### src/rtl/exu_fpu_issue_ctl.sv
// exu_fpu_issue_ctl -- FPU issue control.
//
// Purpose: buffers FP requests in an in-order queue, offers the head entry to
// the FP datapath with a cap on in-flight operations, registers returning
// results, and accrues sticky exception flags.
//
// Ports:
//   clk, rst_l                 clock, synchronous active-low reset
//   req_*                      request side (valid/ready, operands, op, rm, tag)
//   dp_valid/dp_ready, dp_*    head entry offered to the datapath
//   dp_out_*                   result returning from the datapath
//   flush / dp_flush           pipeline flush in, forwarded to the datapath
//   result_valid/result/tag    registered result (one-cycle pulse)
//   fflags / fflags_clr        sticky NV/DZ/OF/UF/NX flags and their clear
//   busy, stall                status
//
// Configuration: define RV_FPU_FFLAGS_EN to enable fflags accrual; otherwise
// fflags is tied to 0 and fflags_clr / dp_status are ignored.

module exu_fpu_issue_ctl #(
    parameter int WIDTH = 32,
    parameter int DEPTH = 4,
    parameter int TAG_W = 3
) (
    input  logic             clk,
    input  logic             rst_l,
    input  logic             req_valid,
    output logic             req_ready,
    input  logic [WIDTH-1:0] req_a,
    input  logic [WIDTH-1:0] req_b,
    input  logic [WIDTH-1:0] req_c,
    input  logic [3:0]       req_op,
    input  logic [2:0]       req_rm,
    input  logic [TAG_W-1:0] req_tag,
    output logic             dp_valid,
    input  logic             dp_ready,
    output logic [WIDTH-1:0] dp_a,
    output logic [WIDTH-1:0] dp_b,
    output logic [WIDTH-1:0] dp_c,
    output logic [3:0]       dp_op,
    output logic [2:0]       dp_rm,
    output logic [TAG_W-1:0] dp_tag,
    input  logic             dp_out_valid,
    input  logic [WIDTH-1:0] dp_result,
    input  logic [4:0]       dp_status,
    input  logic [TAG_W-1:0] dp_out_tag,
    input  logic             flush,
    output logic             dp_flush,
    output logic             result_valid,
    output logic [WIDTH-1:0] result,
    output logic [TAG_W-1:0] result_tag,
    output logic [4:0]       fflags,
    input  logic             fflags_clr,
    output logic             busy,
    output logic             stall
);

    localparam int PTR_W = $clog2(DEPTH);
    localparam int CNT_W = $clog2(DEPTH + 1);

    // queue storage (data only, validity lives in count_q)
    logic [WIDTH-1:0] mem_a_q   [DEPTH];
    logic [WIDTH-1:0] mem_b_q   [DEPTH];
    logic [WIDTH-1:0] mem_c_q   [DEPTH];
    logic [3:0]       mem_op_q  [DEPTH];
    logic [2:0]       mem_rm_q  [DEPTH];
    logic [TAG_W-1:0] mem_tag_q [DEPTH];

    logic [PTR_W-1:0] wr_ptr_q, wr_ptr_d, rd_ptr_q, rd_ptr_d;
    logic [CNT_W-1:0] count_q, count_d, outst_q, outst_d;
    logic             result_valid_q, result_valid_d;
    logic [WIDTH-1:0] result_q, result_d;
    logic [TAG_W-1:0] result_tag_q, result_tag_d;
    logic [4:0]       fflags_q, fflags_d;
    logic             enq, deq, cap;

    // Gating with rst_l keeps the handshakes quiet while reset is held.
    assign req_ready = rst_l & (count_q < CNT_W'(DEPTH)) & ~flush;
    assign dp_valid  = rst_l & (count_q != '0) & (outst_q < CNT_W'(DEPTH)) & ~flush;
    assign busy      = rst_l & ((count_q != '0) | (outst_q != '0));
    assign stall     = ~req_ready;
    assign dp_flush  = flush;

    assign enq = req_valid & req_ready;
    assign deq = dp_valid & dp_ready;
    assign cap = dp_out_valid & ~flush;

    assign dp_a   = mem_a_q[rd_ptr_q];
    assign dp_b   = mem_b_q[rd_ptr_q];
    assign dp_c   = mem_c_q[rd_ptr_q];
    assign dp_op  = mem_op_q[rd_ptr_q];
    assign dp_rm  = mem_rm_q[rd_ptr_q];
    assign dp_tag = mem_tag_q[rd_ptr_q];

    assign result_valid = result_valid_q;
    assign result       = result_q;
    assign result_tag   = result_tag_q;
    assign fflags       = fflags_q;

    always_comb begin
        wr_ptr_d = wr_ptr_q;
        rd_ptr_d = rd_ptr_q;
        count_d  = count_q;
        outst_d  = outst_q;
        if (flush) begin
            wr_ptr_d = '0;
            rd_ptr_d = '0;
            count_d  = '0;
            outst_d  = '0;
        end else begin
            // DEPTH is a power of two, so pointers wrap by overflow
            if (enq) wr_ptr_d = wr_ptr_q + PTR_W'(1);
            if (deq) rd_ptr_d = rd_ptr_q + PTR_W'(1);
            if (enq & ~deq)      count_d = count_q + CNT_W'(1);
            else if (~enq & deq) count_d = count_q - CNT_W'(1);
            // a stray result with nothing outstanding saturates at zero
            if (deq & ~cap)                        outst_d = outst_q + CNT_W'(1);
            else if (~deq & cap && outst_q != '0)  outst_d = outst_q - CNT_W'(1);
        end
    end

    always_comb begin
        result_valid_d = cap;
        result_d       = cap ? dp_result  : result_q;
        result_tag_d   = cap ? dp_out_tag : result_tag_q;
    end

`ifdef RV_FPU_FFLAGS_EN
    always_comb begin
        fflags_d = fflags_q;
        if (fflags_clr)
            fflags_d = cap ? dp_status : 5'd0;   // clear, then the new result's flags
        else if (cap)
            fflags_d = fflags_q | dp_status;
    end
`else
    logic unused_fflags_in;
    assign unused_fflags_in = ^{fflags_clr, dp_status};
    always_comb fflags_d = 5'd0;
`endif

    always_ff @(posedge clk) begin
        if (!rst_l) begin
            wr_ptr_q       <= '0;
            rd_ptr_q       <= '0;
            count_q        <= '0;
            outst_q        <= '0;
            result_valid_q <= 1'b0;
            result_q       <= '0;
            result_tag_q   <= '0;
            fflags_q       <= '0;
        end else begin
            wr_ptr_q       <= wr_ptr_d;
            rd_ptr_q       <= rd_ptr_d;
            count_q        <= count_d;
            outst_q        <= outst_d;
            result_valid_q <= result_valid_d;
            result_q       <= result_d;
            result_tag_q   <= result_tag_d;
            fflags_q       <= fflags_d;
        end
    end

    always_ff @(posedge clk) begin
        if (enq) begin
            mem_a_q[wr_ptr_q]   <= req_a;
            mem_b_q[wr_ptr_q]   <= req_b;
            mem_c_q[wr_ptr_q]   <= req_c;
            mem_op_q[wr_ptr_q]  <= req_op;
            mem_rm_q[wr_ptr_q]  <= req_rm;
            mem_tag_q[wr_ptr_q] <= req_tag;
        end
    end

endmodule

### config.mk
export PLATFORM = sky130hd
export DESIGN_NAME = exu_fpu_issue_ctl
export DESIGN_NICKNAME = d
export VERILOG_FILES = /design/src/rtl/exu_fpu_issue_ctl.sv
export SDC_FILE = /design/constraint.sdc
export NUM_CORES = 1
export LEC_CHECK = 0
export CORE_MARGIN = 1.5
export CORE_UTILIZATION = 45
export CTS_CLUSTER_DIAMETER = 60
export DETAILED_ROUTE_END_ITERATION = 6
export PLACE_DENSITY = 0.73
export SYNTH_ARGS = -nofsm -noshare
export SYNTH_HDL_FRONTEND = slang
export SYNTH_SLANG_ARGS = --single-unit
### constraint.sdc
create_clock -name clk -period 5.6 [get_ports clk]
set_clock_uncertainty 0.2 [all_clocks]
set_input_delay 1.4 -clock clk [delete_from_list [all_inputs] [get_ports clk]]
set_output_delay 1.4 -clock clk [all_outputs]
set_load 0.05 [all_outputs]
==> results of run 1 <==
-- placed cells by master (no fill, tap or decap), types with 4 or more instances in the layout --
| master | netlist | layout |
|---|---|---|
| clkbuf_1 | 10 | 7 |
| buf_12 | 0 | 10 |
| bufinv_16 | 0 | 5 |
| clkinv_2 | 0 | 8 |
| ha_1 | 5 | 5 |
| conb_1 | 1 | 5 |
| inv_1 | 5 | 5 |
| clkdlybuf4s50_1 | 0 | 291 |
| nand2_1 | 75 | 75 |
| buf_4 | 6 | 10 |
| clkinv_1 | 0 | 11 |
| xor2_1 | 4 | 4 |
| edfxtp_1 | 424 | 424 |
| nor2_1 | 9 | 9 |
| and2_4 | 0 | 4 |
| a21boi_0 | 36 | 36 |
| mux2i_1 | 6 | 6 |
| dfxtp_1 | 48 | 46 |
| mux4_2 | 106 | 106 |
| clkbuf_16 | 0 | 51 |
-- layout make-up --
type / count / area [um^2] / share of cell area, %
antenna: 1 / 2.50 / 0.0111
clock buffer: 60 / 1330 / 5.89
clock inverter: 32 / 319 / 1.41
inverter: 5 / 18.8 / 0.0831
multi-input combinational: 273 / 3400 / 15.0
sequential: 472 / 13700 / 60.6
tap: 511 / 639 / 2.83
timing repair buffer: 311 / 3190 / 14.1
-- state kept, by name (all words and copies together), names as in the netlist, named ones only --
name          flops
mem_rm_q         12
result_tag        3
wr_ptr_q          2
mem_c_q         128
mem_op_q         16
count_q           3
result_valid      1
result           32
outst_q           3
mem_tag_q        12
rd_ptr_q          2
mem_b_q         128
mem_a_q         128
-- layer usage --
metal	up-vias	share of wire (%)	GRT usage [%]
li1	3839	-	-
met1	4337	40	22.5
met2	312	48	28.3
met3	46	10	6.75
met4	4	1.6	4.73
met5	-	0.076	0
-- cells by family (layout without fill, tap and decap cells) --
group	after synthesis	count (layout)
XOR/XNOR	5	5
flip-flops	472	472
buffers and inverters	48	408
AO/OA/AOI/OAI	39	39
AND/OR/NAND/NOR	105	105
other	1	6
multiplexers	112	112
adder cells (fa/ha/maj)	7	7
-- power groups by stage --
stage                     Sequential (mW)  Combinational [mW]  Clock (mW)
after floorplan                      4.01               0.183           0
after CTS                            3.89               0.450        3.33
final                                3.89               0.446        3.25
after global routing                 3.89               0.471        3.46
after global placement               3.96               0.440           0
after detailed placement             3.97               0.448           0
-- stage by stage --
step	area (um^2)	hold slack, ns	setup WS (ns)	power (mW)
after floorplan	17400	0.272	0.447	4.19
after global placement	20900	0.249	0.911	4.40
after detailed placement	20900	0.258	0.887	4.41
after CTS	22600	0.267	0.876	7.67
after global routing	22600	0.287	0.782	7.82
final	22600	0.265	0.895	7.59
-- critical path, stage by stage --
cell	delay, ns
clkdlybuf4s50_1	0.60
nand2b_1	0.17
nor2_1	0.07
inv_1	0.06
clkdlybuf4s50_1	0.79
-- final timing paths --
path | startpoint | to | slack, ns | depth (start not counted)
setup / recovery | flush | stall | 0.89 | 5
hold reg to reg | result_tag[1] | result_tag[1] | 0.26 | 2
setup reg to reg | count_q[2] | count_q[2] | 3.06 | 8
hold / removal | result_tag[1] | result_tag[1] | 0.26 | 2
==> metrics.txt, run 1 <==
first-pass GRT wire length=around 52000 um; post-CTS resize count=0; worst path required time=around 4.0 ns; Period Utilization, post-route=between 80 and 90%; sequential power share=between 50% and 60%; Synth top cells by count=424 x edfxtp_1, 106 x mux4_2, 75 x nand2_1, 48 x dfxtp_1, 36 x a21boi_0; CP Capture Type=output pin; worst hold path type=reg -> reg; H-tree levels=2; FILL cells=2746; # Post-CTS Setup Buffers=0; vias in the first global route=roughly 9000; power per cell area=roughly 340 nW/um^2; CP Launch Type=input port; share of the synthesized area in the top cell type=about 73%; Internal=6.00 mW; most frequent cell after synthesis=edfxtp_1; critical path class=in -> out; critical path arrival=a little over 3 ns; Worst Tran Pin Value=0.928 ns; largest family of logic cells by synthesized area=multiplexers; area share of and/or/nand/nor cells after synthesis=2.81%; Final Hold Viols=0; GRT Util Overall=17.6%; max cap viols=0; worst supply voltage drop on vdd=215 uV; Remaining Overflow, GRT=0; Gate Count Post-Synth=789; Total Wirelength=34400 um; die width=199 um; ranking of synthesized cells by area=edfxtp_1 73%, mux4_2 14%, dfxtp_1 5.5%; share of cells above drive strength 1=18.3%; Fmax=0.213 GHz; #FFs+latches synth=472; Via density=5.13; RSZ-0062 raised after global routing=false; sequential area share after synthesis=between 70% and 80%; nets=1272; gpl congestion=~0.7; Clk pin slew, worst setup/hold paths=~0.060 ns; outcome=completed; drt wl/cell=20.6 um; number of flops mapped to enable cells by yosys=424; post-synthesis mux area share=14.1%; DRT antenna net count=0; # DRC=0; CTS Root Buffer Type=clkbuf_16; final core area utilization=59.7%; initial core utilization=a little under half; CTS Buf Count=49; Core Region=37800 um^2; Ys Warns=0; cts hold-fix bufs=0; Synth cell types=31; P&R area growth vs syn=30.3%; CP max FO=6; min Tclk post-route=4.71 ns; number of port buffers=293; Slew Limit Fails=0; ys flop type=edfxtp_1; Combinational Power Share=5.9%; switching pwr=around 1.6 mW; Adder-Cell Fraction of Synth Area=less than 1%; Post-synth ARST share=0%; Setup Total Neg Slack=0 ns; largest net degree at the start of global routing=68; antenna violations before repair=2; Final setup viols=0; HPWL after DPL=21300 um; initial DRC count=about 360; Clock Power Share=roughly 43%; LEAKAGE=slightly above 7 nW; Synth Cell Area=between 15000 and 20000 um^2; Compound-Gate Fraction of Synth Area=1.66%; IO Pins=between 300 and 400; placed instance count=1572; CTS tree=done; Syn Area/Cell=22.0 um^2; Clock Sinks=between 400 and 500; Layout Cells excl Fill=approximately 1700; relative slew slack=38.1%; Die Area=between 30000 and 40000 um^2; Std-Cell Rows=71; Sw Ratio=a little over a fifth; total number of vias=about 8500; top cell type by total area after synthesis=edfxtp_1; Clock Latency Late Sink=0.57 ns; Longest Clk Path Bufs=3; Initial DRT Pass Iterations=4; Die Y=199 um; post-synthesis xor/xnor area fraction=less than 1%
Note: power is estimated with default switching activity, not from simulation.
==> run 2, diff against run 1 <==
Clock period 5.6 ns to 4.7 ns, I/O delays scaled along.
==> run 2 against run 1 <==
Effect of this change: highest routed layer unchanged; largest cell class unchanged; count of clock-buffer cells in the layout is 10 higher; cell area is 0.34% higher; sequential power is 19% higher; core utilization is 0.20 points higher; clock power is 13% higher; critical path type is now reg -> out.
==> metrics.txt, run 2 (synthesis results as in run 1) <==
IO Pins=305 (unchanged); power per cell area=390 nW/um^2 (was 336 nW/um^2); CTS Root Buffer Type=clkbuf_16 (unchanged); Worst Reg-to-Reg Cells=8 (unchanged); total number of vias=8602 (was 8538); nets=1283 (was 1272); max cap viols=0 (unchanged); Fmax=about 0.23 GHz; Hold Path Sink=result[20] (was result_tag[1]); CP Launch Type=register (was input port); H-tree levels=2 (unchanged); P&R area growth vs syn=30.7% (was 30.3%); sequential power share=52.5% (was 51.3%); drt wl/cell=20.9 um (was 20.6 um); Clock Latency Late Sink=0.56 ns (was 0.57 ns); Core Region=37800 um^2 (unchanged); final core area utilization=59.9% (was 59.7%); post-CTS resize count=0 (unchanged); CP Capture Type=output pin (unchanged); largest net degree at the start of global routing=51 (was 68); Worst Tran Pin Value=0.884 ns (was 0.928 ns); # Post-CTS Setup Buffers=0 (unchanged); initial core utilization=45.8% (unchanged); min Tclk post-route=4.28 ns; buffer and inverter count on the worst path=2 (was 3); critical path arrival=2.91 ns (was 3.11 ns); Period Utilization, post-route=91.1%; CP max stage delay=0.73 ns (was 0.79 ns); Internal=7.03 mW (was 6.00 mW); first-pass GRT wire length=52700 um (was 51900 um); Die Y=199 um (unchanged); Final Hold Viols=0 (unchanged); cts hold-fix bufs=0 (unchanged); vias in the first global route=9274 (was 8934); initial DRC count=377 (was 357); Clock Power Share=41.5% (was 42.8%); crit-path cells=buf_4 > mux4_2 > clkdlybuf4s50_1 (was clkdlybuf4s50_1 > nand2b_1 > nor2_1 > inv_1 > clkdlybuf4s50_1); switching pwr=1.81 mW (was 1.58 mW); CTS Buf Count=48 (was 49); reg-to-reg endpoint=count_q[2] (unchanged); Final setup viols=0 (unchanged); HPWL after DPL=22600 um (was 21300 um); Hold Path Stages=2 (unchanged); CTS tree=done (unchanged); relative slew slack=41.0% (was 38.1%); die width=199 um (unchanged); delay-heaviest family, CP=buffers and inverters (unchanged); Clock Sinks=472 (unchanged); DRT antenna net count=0 (unchanged); R2R Setup Slk=2.17 ns (was 3.06 ns); CP max FO=18 (was 6); antenna violations before repair=4 (was 2); Sw Ratio=20.5% (was 20.9%); Setup Total Neg Slack=0 ns (unchanged); Total Wirelength=34900 um (was 34400 um); worst hold margin=0.261 ns (was 0.265 ns); critical path class=reg -> out (was in -> out); share of cells above drive strength 1=18.8% (was 18.3%); Clk pin slew, worst setup/hold paths=0.06 ns (about the same); outcome=completed (unchanged); Regs by FF count=mem_a_q: 128 flops, mem_b_q: 128 flops, mem_c_q: 128 flops (unchanged); # DRC=0 (unchanged); worst hold start=result[20] (was result_tag[1]); Layout Cells excl Fill=1674 (was 1665); gpl congestion=0.747 (was 0.711); worst supply voltage drop on vdd=281 uV (was 215 uV); LEAKAGE=7.24 nW (was 7.20 nW); GRT Util Overall=17.9% (was 17.6%); Std-Cell Rows=71 (unchanged); RSZ-0062 raised after global routing=false (unchanged); Longest Clk Path Bufs=3 (unchanged); Die Area=39700 um^2 (unchanged); worst r2r src=count_q[2] (unchanged); Initial DRT Pass Iterations=4 (unchanged); slowest cell on the critical path=clkdlybuf4s50_1 (unchanged); commonest non-fill, non-tap cell in the layout=edfxtp_1 (unchanged); pre-CTS WS=0.419 ns (was 0.887 ns); worst path required time=3.32 ns (was 4.00 ns); Combinational Power Share=6.1% (was 5.9%); Via density=5.14 (was 5.13); placed instance count=1584 (was 1572); final worst slack=0.416 ns (was 0.895 ns); Slew Limit Fails=0 (unchanged); number of port buffers=293 (unchanged); worst hold path type=reg -> reg (unchanged); Remaining Overflow, GRT=0 (unchanged); most frequent cells in the layout=424 x edfxtp_1, 289 x clkdlybuf4s50_1, 106 x mux4_2, 75 x nand2_1, 50 x clkbuf_16 (was 424 x edfxtp_1, 291 x clkdlybuf4s50_1, 106 x mux4_2, 75 x nand2_1, 51 x clkbuf_16)
run 2: cell types whose count changed in the layout (fill, tap and decap cells not counted), sizes merged, moves of 2 or more:
cell,before,now
buf,20,34
clkinv,23,12
clkbuf,60,70
bufinv,5,3
clkdlybuf4s50,291,289
run 2: worst max path at each step:
stage / startpoint / cells after the start / slack (ns) / to
3_5_place_dp: flush / 9 / 0.42 / count_q[2]
2_1_floorplan: rst_l / 3 / 0.54 / busy
3_3_place_gp: flush / 9 / 0.47 / count_q[2]
4_1_cts: register / 3 / 0.28 / dp_c[10]
5_1_grt: register / 3 / 0.23 / dp_c[17]
6_report: register / 3 / 0.42 / dp_c[17]
run 2: metrics by stage:
| step | total power [mW] | cell area [um^2] |
|---|---|---|
| 2_1_floorplan | 4.99 | 17400 |
| 3_3_place_gp | 5.25 | 21100 |
| 3_5_place_dp | 5.26 | 21100 |
| 4_1_cts | 8.95 | 22700 |
| 5_1_grt | 9.14 | 22700 |
| 6_report | 8.84 | 22700 |
run 2: worst reg2reg max path: stages, from the launching register on:
cell and delay [ns]:
dfxtp_1 0.37, or3_4 0.43, nand3_4 0.12, ha_1 0.19
inv_1 0.06, fa_1 0.37, xor2_1 0.18, or3_2 0.40
a21oi_1 0.14
run 2: cell type report:
type / count / area [um^2]
sequential: 472 / 13700
inverter: 5 / 18.8
antenna: 1 / 2.50
fill: 2742 / 15200
timing repair buffer: 323 / 3370
multi-input combinational: 273 / 3400
clock buffer: 70 / 1360
tap: 511 / 639
clock inverter: 19 / 185
run 2: metal layers:
| metal | vias to the layer above | track usage, % | routed length (um) |
|---|---|---|---|
| li1 | 3863 | - | - |
| met1 | 4384 | 21.6 | 13400 |
| met3 | 49 | 6.84 | 3300 |
| met2 | 298 | 30.2 | 17600 |
| met4 | 8 | 4.71 | 522 |
| met5 | - | 0 | 50 |
run 2: power by group through the flow:
stage	clock [mW]	sequential, mW	combinational [mW]
floorplan	0	4.77	0.218
global placement	0	4.72	0.531
detailed placement	0	4.72	0.541
CTS	3.77	4.63	0.543
global route	3.93	4.64	0.568
finish	3.66	4.63	0.538
